--- src/rtl/serial_twos_comp_pkg.sv ---
// Shared types for the word-framed serial two's-complement unit.
package serial_twos_comp_pkg;

  typedef enum logic [1:0] {
    PASS = 2'b00,
    NEG  = 2'b01,
    ABS  = 2'b10
  } mode_t;

  typedef enum logic [1:0] {
    S_IDLE,
    S_PASS,
    S_COPY,
    S_INV
  } emit_state_t;

  // The unused encoding 2'b11 behaves as PASS.
  function automatic mode_t decode_mode(logic [1:0] raw);
    case (raw)
      2'b01:   return NEG;
      2'b10:   return ABS;
      default: return PASS;
    endcase
  endfunction

endpackage

--- src/rtl/serial_twos_comp_word_if.sv ---
// Serial in/out bundle between the link receiver, this unit and downstream arithmetic.
interface serial_twos_comp_word_if;

  logic       in_valid;
  logic       in_bit;
  logic       in_first;
  logic [1:0] mode;
  logic       out_valid;
  logic       out_bit;
  logic       out_first;
  logic       out_last;
  logic       ovf;
  logic       err_frame;

  modport master (
    output in_valid, in_bit, in_first, mode,
    input  out_valid, out_bit, out_first, out_last, ovf, err_frame
  );

  modport slave (
    input  in_valid, in_bit, in_first, mode,
    output out_valid, out_bit, out_first, out_last, ovf, err_frame
  );

endinterface

--- src/rtl/serial_negator.sv ---
// Per-bit emit FSM: copies bits up to and including the first 1, then inverts the rest.
module serial_negator
  import serial_twos_comp_pkg::*;
(
  input  logic        clk,
  input  logic        rst_b,
  input  logic        load_i,
  input  logic        neg_i,
  input  logic        bit_i,
  input  logic        last_i,
  output logic        res_o,
  output emit_state_t state_o
);

  emit_state_t state_q;
  logic        res_q;

  always_ff @(posedge clk or negedge rst_b) begin
    if (!rst_b) begin
      state_q <= S_IDLE;
      res_q   <= 1'b0;
    end else begin
      case (state_q)
        S_INV:   res_q <= ~bit_i;
        S_IDLE:  res_q <= 1'b0;
        default: res_q <= bit_i;
      endcase
      // A new word may load on the same edge the previous word's last bit leaves.
      if (load_i) begin
        state_q <= neg_i ? S_COPY : S_PASS;
      end else if (state_q != S_IDLE && last_i) begin
        state_q <= S_IDLE;
      end else if (state_q == S_COPY && bit_i) begin
        state_q <= S_INV;
      end
    end
  end

  assign res_o   = res_q;
  assign state_o = state_q;

endmodule

--- src/rtl/serial_twos_comp_word.sv ---
// Captures WIDTH-bit LSB-first words and re-emits them as pass, negated or absolute value.
module serial_twos_comp_word
  import serial_twos_comp_pkg::*;
#(
  parameter int unsigned WIDTH = 8
) (
  input logic                    clk,
  input logic                    rst_b,
  serial_twos_comp_word_if.slave bus_io
);

  localparam int unsigned      CntW    = $clog2(WIDTH);
  localparam logic [CntW-1:0] LastIdx = CntW'(WIDTH - 1);

  logic [CntW-1:0]  cnt_q, cnt_d;
  logic [WIDTH-1:0] cap_q, cap_d;
  mode_t            mode_q, mode_d;
  logic             err_d;
  logic             xfer;
  logic             neg_flag;
  logic             is_min;

  logic [WIDTH-1:0] emit_q;
  logic             emit_ovf_q;
  logic [CntW-1:0]  idx_q;

  logic             out_valid_q;
  logic             out_first_q;
  logic             out_last_q;
  logic             ovf_q;
  logic             err_q;

  emit_state_t      emit_state;
  logic             res_bit;
  logic             active;
  logic             last_bit;

  always_comb begin
    cnt_d  = cnt_q;
    cap_d  = cap_q;
    mode_d = mode_q;
    err_d  = 1'b0;
    xfer   = 1'b0;
    if (bus_io.in_valid) begin
      if (bus_io.in_first) begin
        err_d    = (cnt_q != '0);
        cnt_d    = CntW'(1);
        cap_d[0] = bus_io.in_bit;
        mode_d   = decode_mode(bus_io.mode);
      end else if (cnt_q == '0) begin
        err_d = 1'b1;
      end else begin
        cap_d[cnt_q] = bus_io.in_bit;
        if (cnt_q == LastIdx) begin
          xfer  = 1'b1;
          cnt_d = '0;
        end else begin
          cnt_d = cnt_q + CntW'(1);
        end
      end
    end
  end

  // The incoming bit is the MSB on the completing edge.
  assign neg_flag = (mode_q == NEG) || ((mode_q == ABS) && bus_io.in_bit);
  assign is_min   = bus_io.in_bit && (cap_q[WIDTH-2:0] == '0);

  always_ff @(posedge clk or negedge rst_b) begin
    if (!rst_b) begin
      cnt_q  <= '0;
      cap_q  <= '0;
      mode_q <= PASS;
    end else begin
      cnt_q  <= cnt_d;
      cap_q  <= cap_d;
      mode_q <= mode_d;
    end
  end

  assign active   = (emit_state != S_IDLE);
  assign last_bit = (idx_q == LastIdx);

  always_ff @(posedge clk or negedge rst_b) begin
    if (!rst_b) begin
      emit_q     <= '0;
      emit_ovf_q <= 1'b0;
      idx_q      <= '0;
    end else if (xfer) begin
      emit_q     <= cap_d;
      emit_ovf_q <= neg_flag && is_min;
      idx_q      <= '0;
    end else if (active) begin
      idx_q <= idx_q + CntW'(1);
    end
  end

  serial_negator u_negator (
    .clk     (clk),
    .rst_b   (rst_b),
    .load_i  (xfer),
    .neg_i   (neg_flag),
    .bit_i   (emit_q[idx_q]),
    .last_i  (last_bit),
    .res_o   (res_bit),
    .state_o (emit_state)
  );

  always_ff @(posedge clk or negedge rst_b) begin
    if (!rst_b) begin
      out_valid_q <= 1'b0;
      out_first_q <= 1'b0;
      out_last_q  <= 1'b0;
      ovf_q       <= 1'b0;
      err_q       <= 1'b0;
    end else begin
      out_valid_q <= active;
      out_first_q <= active && (idx_q == '0);
      out_last_q  <= active && last_bit;
      ovf_q       <= active && last_bit && emit_ovf_q;
      err_q       <= err_d;
    end
  end

  assign bus_io.out_valid = out_valid_q;
  assign bus_io.out_bit   = res_bit;
  assign bus_io.out_first = out_first_q;
  assign bus_io.out_last  = out_last_q;
  assign bus_io.ovf       = ovf_q;
  assign bus_io.err_frame = err_q;

endmodule

--- src/flat_wrapper.sv ---
// flat-port wrapper written by rule: the top's interface ports become plain ports
module serial_twos_comp_word_flat import serial_twos_comp_pkg::*;
#(
  parameter int unsigned WIDTH = 8
)
  (clk, rst_b, bus_io_in_valid, bus_io_in_bit, bus_io_in_first, bus_io_mode, bus_io_out_valid, bus_io_out_bit, bus_io_out_first, bus_io_out_last, bus_io_ovf, bus_io_err_frame);
  serial_twos_comp_word_if bus_io_i ();
  input logic clk;
  input logic rst_b;
  input wire logic [$bits(bus_io_i.in_valid)-1:0] bus_io_in_valid;
  input wire logic [$bits(bus_io_i.in_bit)-1:0] bus_io_in_bit;
  input wire logic [$bits(bus_io_i.in_first)-1:0] bus_io_in_first;
  input wire logic [$bits(bus_io_i.mode)-1:0] bus_io_mode;
  output wire logic [$bits(bus_io_i.out_valid)-1:0] bus_io_out_valid;
  output wire logic [$bits(bus_io_i.out_bit)-1:0] bus_io_out_bit;
  output wire logic [$bits(bus_io_i.out_first)-1:0] bus_io_out_first;
  output wire logic [$bits(bus_io_i.out_last)-1:0] bus_io_out_last;
  output wire logic [$bits(bus_io_i.ovf)-1:0] bus_io_ovf;
  output wire logic [$bits(bus_io_i.err_frame)-1:0] bus_io_err_frame;
  assign bus_io_i.in_valid = bus_io_in_valid;
  assign bus_io_i.in_bit = bus_io_in_bit;
  assign bus_io_i.in_first = bus_io_in_first;
  assign bus_io_i.mode = bus_io_mode;
  assign bus_io_out_valid = bus_io_i.out_valid;
  assign bus_io_out_bit = bus_io_i.out_bit;
  assign bus_io_out_first = bus_io_i.out_first;
  assign bus_io_out_last = bus_io_i.out_last;
  assign bus_io_ovf = bus_io_i.ovf;
  assign bus_io_err_frame = bus_io_i.err_frame;
  serial_twos_comp_word #(.WIDTH(WIDTH)) u_core (.clk(clk), .rst_b(rst_b), .bus_io(bus_io_i));
endmodule
--- config.mk ---
export PLATFORM = sky130hd
export DESIGN_NAME = serial_twos_comp_word_flat
export DESIGN_NICKNAME = d
export VERILOG_FILES = /design/src/rtl/serial_twos_comp_pkg.sv /design/src/rtl/serial_twos_comp_word_if.sv /design/src/rtl/serial_negator.sv /design/src/rtl/serial_twos_comp_word.sv /design/src/flat_wrapper.sv
export SDC_FILE = /design/constraint.sdc
export NUM_CORES = 1
export LEC_CHECK = 0
export CORE_MARGIN = 4
export CORE_UTILIZATION = 50
export CTS_BUF_LIST = sky130_fd_sc_hd__clkbuf_2
export DETAILED_ROUTE_END_ITERATION = 8
export HOLD_SLACK_MARGIN = 0.08
export PLACE_DENSITY = 0.7
export SYNTH_ARGS = -nofsm -noshare
export SYNTH_HDL_FRONTEND = slang
export SYNTH_SLANG_ARGS = --single-unit
--- constraint.sdc ---
create_clock -name clk -period 4.2 [get_ports clk]
set_input_delay 0.84 -clock clk [delete_from_list [all_inputs] [get_ports clk]]
set_output_delay 0.84 -clock clk [all_outputs]
set_load 0.01 [all_outputs]
==> results.txt <==
Final min period = 2.178 ns
Die W = 64.22 µm
Power per Cell Area = 589.9 nW/µm²
register bit total from synthesis = 33
Slew Limit Fails = 0
crit share post-route = 51.86%
worst hold margin = 0.5021 ns
Pre-Repair DR Iteration Count = 4
Crit Path Class = primary input to flop
layout cell share with drive strength beyond 1 = 20.13%
clk slew on worst S/H paths = 0.18 ns
post-CTS setup buffers = 0
WP data required = 4.46 ns
DP Wirelength = 1.930 mm
vias in the first global route = 1072
initial antenna violation count = 0
via count = 1006
Max Cap Viol = 0
antenna fix cells = 0
drt wl/cell = 13.77 µm
initial drt markers = 21
total negative setup slack = 0 ns
H-tree levels = 2
syn avg cell area = 11.97 µm²
EDFF count, synth = 0
most common cell after layout, fill and taps aside = dfrtp_1
worst hold-check path type = flop to flop
multi-input logic area = 694.4 µm²
synth unique cells = 31
aggregate global routing overflow = 0
Worst setup EP type = flop
ys flop type = dfrtp_1
Hold Buf Count CTS = 0
most frequent cells in the layout = dfrtp_1 (33), mux2_2 (16), clkdlybuf4s50_1 (12)
CTS tree = done
Max-slew headroom = 69.67%
total CTS buffers = 5
number of routed nets with antenna violations = 0
status = finished clean
design area = 1842 µm²
Post-synth ARST share = 100.0%
overall die area = 4124 µm²
Slew @ Worst Pin = 0.4486 ns
synthesis-to-layout area growth = 16.55%
# DRC = 0
Post-Synthesis Net Count = 149
Worst Path Arrival = 2.44 ns
RePlAce Congestion = 0.8426
largest net degree at the start of global routing = 34
Sequential Area = 825.8 µm²
Final Skew = 0.02219 ns
detailed-route wire length = 2.658 mm
routed vias/inst = 5.212
CTS resizes = 0
Mapped Cells = 132
# fillers = 241
I/O pin cnt = 13
Seq/Total Area, Yosys = 52.26%
first-pass GRT wire length = 4.905 mm
Die Ht = 64.22 µm
synthesized area = 1580 µm²
Clk Latency, worst-skew pair = 0.37 ns
FMAX = 0.4591 GHz
startpoint types = primary input
Site Rows = 20
initial core utilization = 52.19%
I/O Buffers = 12
clk sinks = 33
final hold vios = 0
RSZ-0062 raised after global routing = false
clk root buf = clkbuf_2
VDD IR max = 0.2629 mV
Yosys warning count = 0
GRT Total Usage = 15.83%
P_leak = 0.8939 nW
Post-DP Area = 1752 µm²
Final Setup Violations = 0
Bufs on Longest Clock Path = 2
core footprint = 3028 µm²
Max FO, Critical Path = 8
Post-layout nets = 165
cells in the mapped netlist, types with 2 or more instances:
| master | count | area, µm² |
|---|---|---|
| a21oi_1 | 3 | 15.01 |
| buf_2 | 2 | 10.01 |
| clkbuf_1 | 2 | 7.510 |
| dfrtp_1 | 33 | 825.8 |
| ha_1 | 10 | 125.1 |
| inv_1 | 11 | 41.29 |
| mux2_2 | 16 | 180.2 |
| mux2i_1 | 3 | 30.03 |
| mux4_1 | 2 | 52.55 |
| nand2_1 | 9 | 33.78 |
| nand2b_1 | 4 | 25.02 |
| nand3_1 | 7 | 35.03 |
| nor2_1 | 4 | 15.01 |
| nor2b_1 | 3 | 18.77 |
| nor4_1 | 2 | 12.51 |
| o21ai_0 | 6 | 30.03 |
critical path, cell delays in order:
cell and delay [ns]:
clkdlybuf4s50_1 0.63, and3b_1 0.26, nand3_1 0.10, mux2_2 0.35, mux2_2 0.27
final timing paths:
path	start	end	slack, ns	cells after the start
hold reg to reg	u_core.idx_q[2]	u_core.bus_io.out_first	0.50	1
min in group asynchronous	rst_b	u_core.emit_q[6]	0.83	2
setup reg to reg	u_core.cnt_q[1]	u_core.emit_q[3]	2.14	6
hold / removal	u_core.idx_q[2]	u_core.bus_io.out_first	0.50	1
setup / recovery	bus_io_in_first	u_core.emit_q[3]	2.02	5
max in group asynchronous	rst_b	u_core.emit_q[3]	3.05	2
cell type report:
type / instances / share of cell area, %
sequential: 33 / 44.84
multi-input combinational: 83 / 37.70
tap: 44 / 2.989
inverter: 11 / 2.242
clock inverter: 3 / 3.533
clock buffer: 5 / 1.359
timing repair buffer: 14 / 7.337
sequential cells by signal, summed over array words and instances (netlist names), 2 cells and up:
| signal | flops |
|---|---|
| u_core.cnt_q | 3 |
| u_core.mode_q | 2 |
| u_core.emit_q | 8 |
| u_core.idx_q | 3 |
| u_core.cap_q | 8 |
| u_core.u_negator.state_o | 2 |
logic make-up after synthesis:
logic type / Yosys count / share of synthesized area, %
AO/OA/AOI/OAI: 12 / 4.117
XOR/XNOR: 1 / 0.5543
adder cells (fa/ha/maj): 10 / 7.918
buffers and inverters: 16 / 4.197
flip-flops: 33 / 52.26
multiplexers: 22 / 17.58
AND/OR/NAND/NOR: 38 / 13.38
per-layer routing:
layer | GRT usage (%) | vias to the layer above | wire length, µm
met5 | 0 | - | 0
met1 | 19.16 | 486 | 1183
met4 | 6.332 | 0 | 46
li1 | - | 487 | -
met3 | 8.260 | 6 | 162
met2 | 23.74 | 27 | 1264
metrics by stage:
step / worst slack (ns) / util (%) / instances / power, mW
global route: 1.982 / 60.83 / 193 / 1.176
global placement: 1.672 / 57.85 / 185 / 0.8080
detailed placement: 1.631 / 57.85 / 185 / 0.8323
CTS: 2.047 / 60.83 / 193 / 1.103
floorplan: 2.319 / - / 132 / 0.7238
finish: 2.022 / 60.83 / 193 / 1.086
power breakdown:
group | total, mW | switching [mW] | internal, mW
clock network | 0.265 | 0.106 | 0.160
registers | 0.495 | 0.0791 | 0.415
logic | 0.327 | 0.154 | 0.173
total | 1.09 | 0.339 | 0.748
(Power assumes the default switching activity.)
